<file path="src/rtl/vga_timing_pkg.sv">
// Shared definitions for the VGA raster timing generator: standard mode
// constants, controller state encoding and counter width helper.
package vga_timing_pkg;

   typedef struct packed {
      int   h_active;
      int   h_fp;
      int   h_sync;
      int   h_bp;
      int   v_active;
      int   v_fp;
      int   v_sync;
      int   v_bp;
      logic hs_pol;
      logic vs_pol;
   } vga_mode_t;

   // Asserted sync level is the polarity bit; idle level is its complement.
   localparam vga_mode_t MODE_640X480_60 = '{640, 16, 96, 48, 480, 10, 2, 33, 1'b0, 1'b0};
   localparam vga_mode_t MODE_800X600_60 = '{800, 40, 128, 88, 600, 1, 4, 23, 1'b1, 1'b1};

   localparam int PIPE_LAT_MAX = 15;
   localparam int FRAME_CNT_W  = 16;

   typedef enum logic {
      ST_IDLE = 1'b0,
      ST_RUN  = 1'b1
   } vga_state_t;

   function automatic int cnt_w(input int n);
      return (n < 2) ? 1 : $clog2(n);
   endfunction

   function automatic int mode_h_total(input vga_mode_t m);
      return m.h_active + m.h_fp + m.h_sync + m.h_bp;
   endfunction

   function automatic int mode_v_total(input vga_mode_t m);
      return m.v_active + m.v_fp + m.v_sync + m.v_bp;
   endfunction

endpackage

</file>
<file path="src/rtl/vga_delay_line.sv">
// Fixed-depth shift register with synchronous clear; depth 0 is a wire.
module vga_delay_line
   import vga_timing_pkg::*;
#(
   parameter int WIDTH = 1,
   parameter int DEPTH = 1
) (
   input  logic             i_clk,
   input  logic             i_clr,
   input  logic [WIDTH-1:0] i_d,
   output logic [WIDTH-1:0] o_q
);

   generate
      if (DEPTH == 0) begin : g_pass
         logic w_unused;
         assign w_unused = ^{i_clk, i_clr};
         assign o_q      = i_d;
      end else begin : g_pipe
         logic [DEPTH-1:0][WIDTH-1:0] r_stage;

         always_ff @(posedge i_clk) begin
            if (i_clr) begin
               r_stage <= '0;
            end else begin
               r_stage[0] <= i_d;
               for (int i = 1; i < DEPTH; i++) begin
                  r_stage[i] <= r_stage[i-1];
               end
            end
         end

         assign o_q = r_stage[DEPTH-1];
      end
   endgenerate

endmodule

</file>
<file path="src/rtl/vga_timing_gen.sv">
// Parametrised VGA raster generator with frame-gated enable and a pixel
// request port whose fixed read latency is absorbed ahead of the pins.
module vga_timing_gen
   import vga_timing_pkg::*;
#(
   parameter int   H_ACTIVE = MODE_640X480_60.h_active,
   parameter int   H_FP     = MODE_640X480_60.h_fp,
   parameter int   H_SYNC   = MODE_640X480_60.h_sync,
   parameter int   H_BP     = MODE_640X480_60.h_bp,
   parameter int   V_ACTIVE = MODE_640X480_60.v_active,
   parameter int   V_FP     = MODE_640X480_60.v_fp,
   parameter int   V_SYNC   = MODE_640X480_60.v_sync,
   parameter int   V_BP     = MODE_640X480_60.v_bp,
   parameter logic HS_POL   = MODE_640X480_60.hs_pol,
   parameter logic VS_POL   = MODE_640X480_60.vs_pol,
   parameter int   PIPE_LAT = 2,
   parameter int   COLOR_W  = 10,
   localparam int  H_TOTAL  = H_ACTIVE + H_FP + H_SYNC + H_BP,
   localparam int  V_TOTAL  = V_ACTIVE + V_FP + V_SYNC + V_BP,
   localparam int  X_W      = cnt_w(H_TOTAL),
   localparam int  Y_W      = cnt_w(V_TOTAL)
) (
   input  logic                   CLK_PIX,
   input  logic                   nRst,
   input  logic                   iEn,
   input  logic [COLOR_W-1:0]     iRed,
   input  logic [COLOR_W-1:0]     iGreen,
   input  logic [COLOR_W-1:0]     iBlue,
   output logic                   oReq,
   output logic [X_W-1:0]         oX,
   output logic [Y_W-1:0]         oY,
   output logic                   oFrameStart,
   output logic                   oLineStart,
   output logic [FRAME_CNT_W-1:0] oFrameCnt,
   output logic                   VGA_CLK,
   output logic                   VGA_HS,
   output logic                   VGA_VS,
   output logic                   VGA_BLANK,
   output logic                   VGA_SYNC,
   output logic [COLOR_W-1:0]     VGA_R,
   output logic [COLOR_W-1:0]     VGA_G,
   output logic [COLOR_W-1:0]     VGA_B
);

   generate
      if (H_ACTIVE < 1 || H_FP < 1 || H_SYNC < 1 || H_BP < 1 ||
          V_ACTIVE < 1 || V_FP < 1 || V_SYNC < 1 || V_BP < 1 ||
          PIPE_LAT < 0 || PIPE_LAT > PIPE_LAT_MAX || COLOR_W < 1) begin : g_param_err
         $error("vga_timing_gen: timing parameters must be >=1 and PIPE_LAT in 0..15");
      end
   endgenerate

   localparam logic [X_W-1:0] H_LAST  = X_W'(H_TOTAL - 1);
   localparam logic [X_W-1:0] H_ACT_E = X_W'(H_ACTIVE);
   localparam logic [X_W-1:0] HS_BEG  = X_W'(H_ACTIVE + H_FP);
   localparam logic [X_W-1:0] HS_END  = X_W'(H_ACTIVE + H_FP + H_SYNC);
   localparam logic [Y_W-1:0] V_LAST  = Y_W'(V_TOTAL - 1);
   localparam logic [Y_W-1:0] V_ACT_E = Y_W'(V_ACTIVE);
   localparam logic [Y_W-1:0] VS_BEG  = Y_W'(V_ACTIVE + V_FP);
   localparam logic [Y_W-1:0] VS_END  = Y_W'(V_ACTIVE + V_FP + V_SYNC);

   vga_state_t             r_state;
   vga_state_t             w_state_nxt;
   logic [X_W-1:0]         r_hCnt;
   logic [Y_W-1:0]         r_vCnt;
   logic [FRAME_CNT_W-1:0] r_frameCnt;
   logic                   w_run;
   logic                   w_lastH;
   logic                   w_lastV;
   logic                   w_lastPix;
   logic                   w_hsRaw;
   logic                   w_vsRaw;
   logic [2:0]             w_dly;

   logic                   r_hs;
   logic                   r_vs;
   logic                   r_blank;
   logic [COLOR_W-1:0]     r_red;
   logic [COLOR_W-1:0]     r_green;
   logic [COLOR_W-1:0]     r_blue;

   assign w_run     = (r_state == ST_RUN);
   assign w_lastH   = (r_hCnt == H_LAST);
   assign w_lastV   = (r_vCnt == V_LAST);
   assign w_lastPix = w_run && w_lastH && w_lastV;

   always_ff @(posedge CLK_PIX) begin
      if (!nRst) begin
         r_state <= ST_IDLE;
      end else begin
         r_state <= w_state_nxt;
      end
   end

   // iEn is only honoured on the frame boundary while running.
   always_comb begin
      w_state_nxt = r_state;
      case (r_state)
         ST_IDLE: if (iEn)               w_state_nxt = ST_RUN;
         ST_RUN:  if (w_lastPix && !iEn) w_state_nxt = ST_IDLE;
         default:                        w_state_nxt = ST_IDLE;
      endcase
   end

   // IDLE pins both counters at 0 so the first RUN cycle is already (0,0).
   always_ff @(posedge CLK_PIX) begin
      if (!nRst || !w_run) begin
         r_hCnt <= '0;
         r_vCnt <= '0;
      end else if (w_lastH) begin
         r_hCnt <= '0;
         r_vCnt <= w_lastV ? '0 : r_vCnt + 1'b1;
      end else begin
         r_hCnt <= r_hCnt + 1'b1;
      end
   end

   always_ff @(posedge CLK_PIX) begin
      if (!nRst) begin
         r_frameCnt <= '0;
      end else if (w_lastPix) begin
         r_frameCnt <= r_frameCnt + 1'b1;
      end
   end

   assign oReq        = w_run && (r_hCnt < H_ACT_E) && (r_vCnt < V_ACT_E);
   assign oX          = oReq ? r_hCnt : '0;
   assign oY          = oReq ? r_vCnt : '0;
   assign oFrameStart = w_run && (r_hCnt == '0) && (r_vCnt == '0);
   assign oLineStart  = w_run && (r_hCnt == '0);
   assign oFrameCnt   = r_frameCnt;

   assign w_hsRaw = w_run && (r_hCnt >= HS_BEG) && (r_hCnt < HS_END);
   assign w_vsRaw = w_run && (r_vCnt >= VS_BEG) && (r_vCnt < VS_END);

   // Syncs and active ride alongside the source's read latency.
   vga_delay_line #(
      .WIDTH (3),
      .DEPTH (PIPE_LAT)
   ) u_align (
      .i_clk (CLK_PIX),
      .i_clr (!nRst),
      .i_d   ({w_hsRaw, w_vsRaw, oReq}),
      .o_q   (w_dly)
   );

   always_ff @(posedge CLK_PIX) begin
      if (!nRst) begin
         r_hs    <= ~HS_POL;
         r_vs    <= ~VS_POL;
         r_blank <= 1'b0;
         r_red   <= '0;
         r_green <= '0;
         r_blue  <= '0;
      end else begin
         r_hs    <= w_dly[2] ? HS_POL : ~HS_POL;
         r_vs    <= w_dly[1] ? VS_POL : ~VS_POL;
         r_blank <= w_dly[0];
         r_red   <= w_dly[0] ? iRed   : '0;
         r_green <= w_dly[0] ? iGreen : '0;
         r_blue  <= w_dly[0] ? iBlue  : '0;
      end
   end

   assign VGA_CLK   = CLK_PIX;
   assign VGA_SYNC  = 1'b1;
   assign VGA_HS    = r_hs;
   assign VGA_VS    = r_vs;
   assign VGA_BLANK = r_blank;
   assign VGA_R     = r_red;
   assign VGA_G     = r_green;
   assign VGA_B     = r_blue;

endmodule

</file>
<file path="config.mk">
export PLATFORM = sky130hd
export DESIGN_NAME = vga_timing_gen
export DESIGN_NICKNAME = d
export VERILOG_FILES = /design/src/rtl/vga_timing_pkg.sv /design/src/rtl/vga_delay_line.sv /design/src/rtl/vga_timing_gen.sv
export SDC_FILE = /design/constraint.sdc
export NUM_CORES = 1
export LEC_CHECK = 0
export BUFFER_PORTS_ARGS = -buffer_cell sky130_fd_sc_hd__buf_2
export CORE_MARGIN = 4
export CORE_UTILIZATION = 35
export CTS_BUF_LIST = sky130_fd_sc_hd__clkbuf_8
export DETAILED_ROUTE_END_ITERATION = 7
export HOLD_SLACK_MARGIN = 0.02
export PLACE_DENSITY = 0.61
export SYNTH_ARGS = -nofsm -noshare
export SYNTH_HDL_FRONTEND = slang
export SYNTH_SLANG_ARGS = --single-unit
</file>
<file path="constraint.sdc">
create_clock -name CLK_PIX -period 2.1 [get_ports CLK_PIX]
set_input_delay 0.105 -clock CLK_PIX [delete_from_list [all_inputs] [get_ports CLK_PIX]]
set_output_delay 0.105 -clock CLK_PIX [all_outputs]
set_load 0.02 [all_outputs]
</file>
## Word level (Yosys, flattened, before mapping)

Index checks and enable logic that the tools add are counted.

- Flip-flop bits (word level): 76
- Bits in latches: 0
- RAM bits: 0
- Memory bits (read-only): 0
- Output and inout port bits: 74
- Logic and storage cells: 51
- Memories: 0

- $add $sub $neg: 3
- Multiply operators: 0
- Div/mod/pow operators: 0
- Order comparisons: 6
- Equality and inequality tests: 2
- Shifts and indexed selects: 0
- Mux-type cells: 8
- Bitwise gates (word level): 1
- Reduce and logical (&&, ||, !) cells: 19

Operators with widths:

| kind | number |
|---|---|
| 10-bit 2-to-1 mux | 3 |
| 10-bit by 1-bit adder with 10-bit output (second input constant) | 2 |
| 10-bit == test (second input constant) | 2 |
| 10-bit logical NOT | 2 |
| 10-bit < comparator (second input constant) | 2 |
| 10-bit by 9-bit < comparator with 1-bit output (second input constant) | 2 |
| 16-bit by 1-bit adder with 16-bit output (second input constant) | 1 |
| 1-bit logical AND | 11 |
| 10-bit >= comparator (second input constant) | 1 |
| 10-bit by 9-bit >= comparator with 1-bit output (second input constant) | 1 |
| 1-bit 2-to-1 mux | 4 |
| 1-bit logical NOT | 3 |
| 1-bit one-hot mux with 2 select lines | 1 |
| 2-bit AND reduction | 1 |
| 2-bit OR reduction | 1 |
| 1-bit logical OR | 1 |
| 1-bit NOT | 1 |

## Depth between registers and ports, before layout

- Depth after elaboration: 6
- Gate-level depth with buffers: 8
- Gate-level depth less buffers: 6

## Modules after synthesis

Synthesis repeated with hierarchy kept, for this count alone.

- Cells, all modules: 351
- Area total of the unflattened synthesis: 3230.6 µm²

By module, submodules not included:

| module | instances | cells each | area each (µm²) | seq. area each (µm²) |
|---|---|---|---|---|
| vga_timing_gen | 1 | 336 | 3050.4 | 1401.3 |
| vga_delay_line | 1 | 15 | 180.2 | 120.1 |

==> flow_metrics.tcl <==
set metrics [dict create \
    status "finished clean" \
    yosys_most_used_dff "dfxtp_1" \
    arrival_ps 1910 \
    synth.avg_cell_area_um2 9.29 \
    path_clk_slew_ps 80 \
    syn_inst 332 \
    maxClockFrequency_mhz 497 \
    cp_data_required_time_ps 2000 \
    synth_top_area_share_pct 49.4 \
    crit_path_end_kind "output pin" \
    grt.total_usage_pct 15.6 \
    p_comb_share_pct 6.6 \
    drive_gt1_share_pct 32.7 \
    clk_latency_ps 440 \
    area_growth_pct 43.0 \
    final-hold-violation-count 0 \
    coreArea_um2 8380 \
    worst_hold_slack_ps 377 \
    routed_wl_um 8430 \
    fin_crit_sh_pct 95.8 \
    cp_slowest_stage_delay_ps 460 \
    p_leak_nw 2.06 \
    die_area_um2 10400 \
    drv_cap 0 \
    synth_edf_count 0 \
    multiInputGateArea_um2 1470 \
    synthDistinctLibCells 38 \
    synth_nets 370 \
    drtAntennaViolNets 0 \
    power_frac_clock_pct 45.4 \
    path_cells "nor4_4 -> nand2_1 -> nor4bb_4 -> buf_4" \
    antenna_found_initial 0 \
    yosys_warnings 0 \
    netlist_area_um2 3080 \
    hold_path_class "flop to flop" \
    period_minus_slack_ps 2010 \
    grt_pass1_wl_um 13000 \
    cp-start-kind "flop" \
    route.vias.total 2932 \
    gp_congestion 0.831 \
    synth_area_leaders "dfxtp_1 49%, and3_1 7.7%, and2_1 3.9%" \
    avgViaCountPerCell 4.99 \
    pwr-share-seq_pct 48.0 \
    rsz0062_at_grt "true" \
    slew_violations 0 \
    grt_pass1_vias 2736 \
    portBuffers 104 \
    switchingPower_uw 702 \
    nets 516 \
    grt_max_degree 38 \
    synth_seq_cells 76 \
    drc 0 \
    power.internal_mw 2.36 \
    ys_seq_area_share_pct 49.4 \
    powerDensity_nw_per_um2 694 \
    cts_tree "done" \
    dr.pass1.iters 4 \
    relSlewSlack_pct 47.1 \
    path_class "flop to output pin" \
    synth_top_area_cell "dfxtp_1" \
    critPathSlowestCell "nor4_4" \
    drt-initial-drc-count 101 \
    crit_fanout 3 \
    switching_share_pct 22.9 \
    async_flop_share_pct 0 \
    grt_overflow 0 \
    start_util_pct 36.8 \
    fill_cells 750 \
    worst_pin_slew_ps 792 \
    skew_ps 10.1 \
    die_w_um 102 \
    final-seq-area_um2 1530 \
    num_antenna_cells 0 \
    rows 33 \
    p_total_mw 3.06 \
    vdd_drop_max_mv 0.321 \
    die_h_um 102 \
    setup_viol 0 \
    dp_hpwl_um 5360 \
    avgRoutedWirePerCell_um 14.3 \
    io_pins 107 \
]
[final cells by class]
type	count	area share, %
Clock buffer	13	3.86
Clock inverter	7	2.07
Inverter	9	0.766
Multi-Input combinational cell	224	33.4
Sequential cell	76	34.7
Tap cell	105	2.98
Timing Repair Buffer	154	22.2
[sequential cells by signal (all words and copies together) (netlist names), 3 cells and up]
signal / cells
u_align.o_q: 3
oFrameCnt: 16
VGA_B: 10
r_vCnt: 10
u_align.g_pipe.r_stage: 3
VGA_G: 10
VGA_R: 10
r_hCnt: 10
[power by group through the flow]
stage / clock network, mW / registers [mW] / logic [mW]
detailed placement: 0.0445 / 1.50 / 0.140
finish: 1.39 / 1.47 / 0.201
global route: 1.48 / 1.47 / 0.220
CTS: 1.43 / 1.47 / 0.194
global placement: 0.0445 / 1.50 / 0.141
floorplan: 0.0556 / 1.51 / 0.0650
[metal layers]
metal | part of all wire (%) | vias to the layer above | track usage [%]
li1 | - | 1472 | -
met4 | 0.76 | 0 | 6.16
met3 | 7.9 | 8 | 4.30
met5 | 0 | - | 0
met2 | 46 | 106 | 24.9
met1 | 45 | 1346 | 20.0
[Yosys cell counts, types with 5 or more instances]
master    instances
nand2_1          15
or4_1            12
a21oi_1          19
nand3_1          13
ha_1              5
and2_1           19
dfxtp_1          76
o21ai_0           7
xor2_1           10
or3_1             7
nor3_1            8
nand4_1          12
and3_1           38
nor2_1           20
inv_1             9
o31ai_1          12
clkbuf_1         13
[cell usage in the layout, fill, tap and decap left out, drive strengths merged, types with 2 or more instances in the layout]
master	instances
a21oi	19
and2	19
and3	38
and4	4
buf	123
bufinv	2
clkbuf	12
clkinv	4
conb	2
dfxtp	76
dlygate4sd3	32
ha	5
inv	9
mux2i	2
nand2	15
nand3	13
nand4	14
nor2	20
nor2b	2
nor3	8
nor4	2
nor4bb	2
o21ai	7
o31ai	12
or3	7
or4	12
xnor2	3
xor2	10
[logic make-up after synthesis]
family	Yosys count	synth area share, %
buffers and inverters	33	4.91
muxes	2	0.649
DFF	76	49.4
AOI/OAI and AO/OA	40	7.63
other	2	0.244
adders and majority gates	5	2.03
xor gates and xnor gates	13	3.69
and+or+nand+nor	161	31.5
[final timing paths]
check	startpoint	end	slack [ps]	cells past startpoint
setup / recovery	r_vCnt[4]$_SDFFE_PP0N_	oFrameStart	90	4
hold / removal	u_align.o_q[1]$_SDFF_PN0_	VGA_VS$_SDFF_PN1_	380	1
setup reg to reg	r_vCnt[0]$_SDFFE_PP0N_	oFrameCnt[0]$_SDFFE_PN0P_	150	7
hold reg to reg	u_align.o_q[1]$_SDFF_PN0_	VGA_VS$_SDFF_PN1_	380	1
[metrics by stage]
stage / area [µm²] / utilization (%) / std cells / TNS, ps / worst slack (ps)
after global routing: 4410 / 52.6 / 588 / -17.2 / -9.21
after floorplan: 3080 / - / 332 / 0 / 197
final: 4410 / 52.6 / 588 / 0 / 88.2
after global placement: 3720 / 44.4 / 531 / 0 / 147
after detailed placement: 3720 / 44.4 / 531 / 0 / 34.5
after CTS: 4330 / 51.6 / 582 / 0 / 1.28
[critical path, delay by kind of cell, from the launching register on]
| kind | cells | cell delay (ps) |
|---|---|---|
| buf+inv | 1 | 190 |
| simple gates | 3 | 940 |
| flops | 1 | 340 |
[repair_timing]
action	4_1_cts	5_1_grt
hold buffers	32	0
gates cloned	0	1
setup endpoints to repair	5	25
hold endpoints to repair	34	0
setup buffers	0	5
gates resized for setup	5	12
pin swaps	0	5
Note: power is estimated with default switching activity, not from simulation.
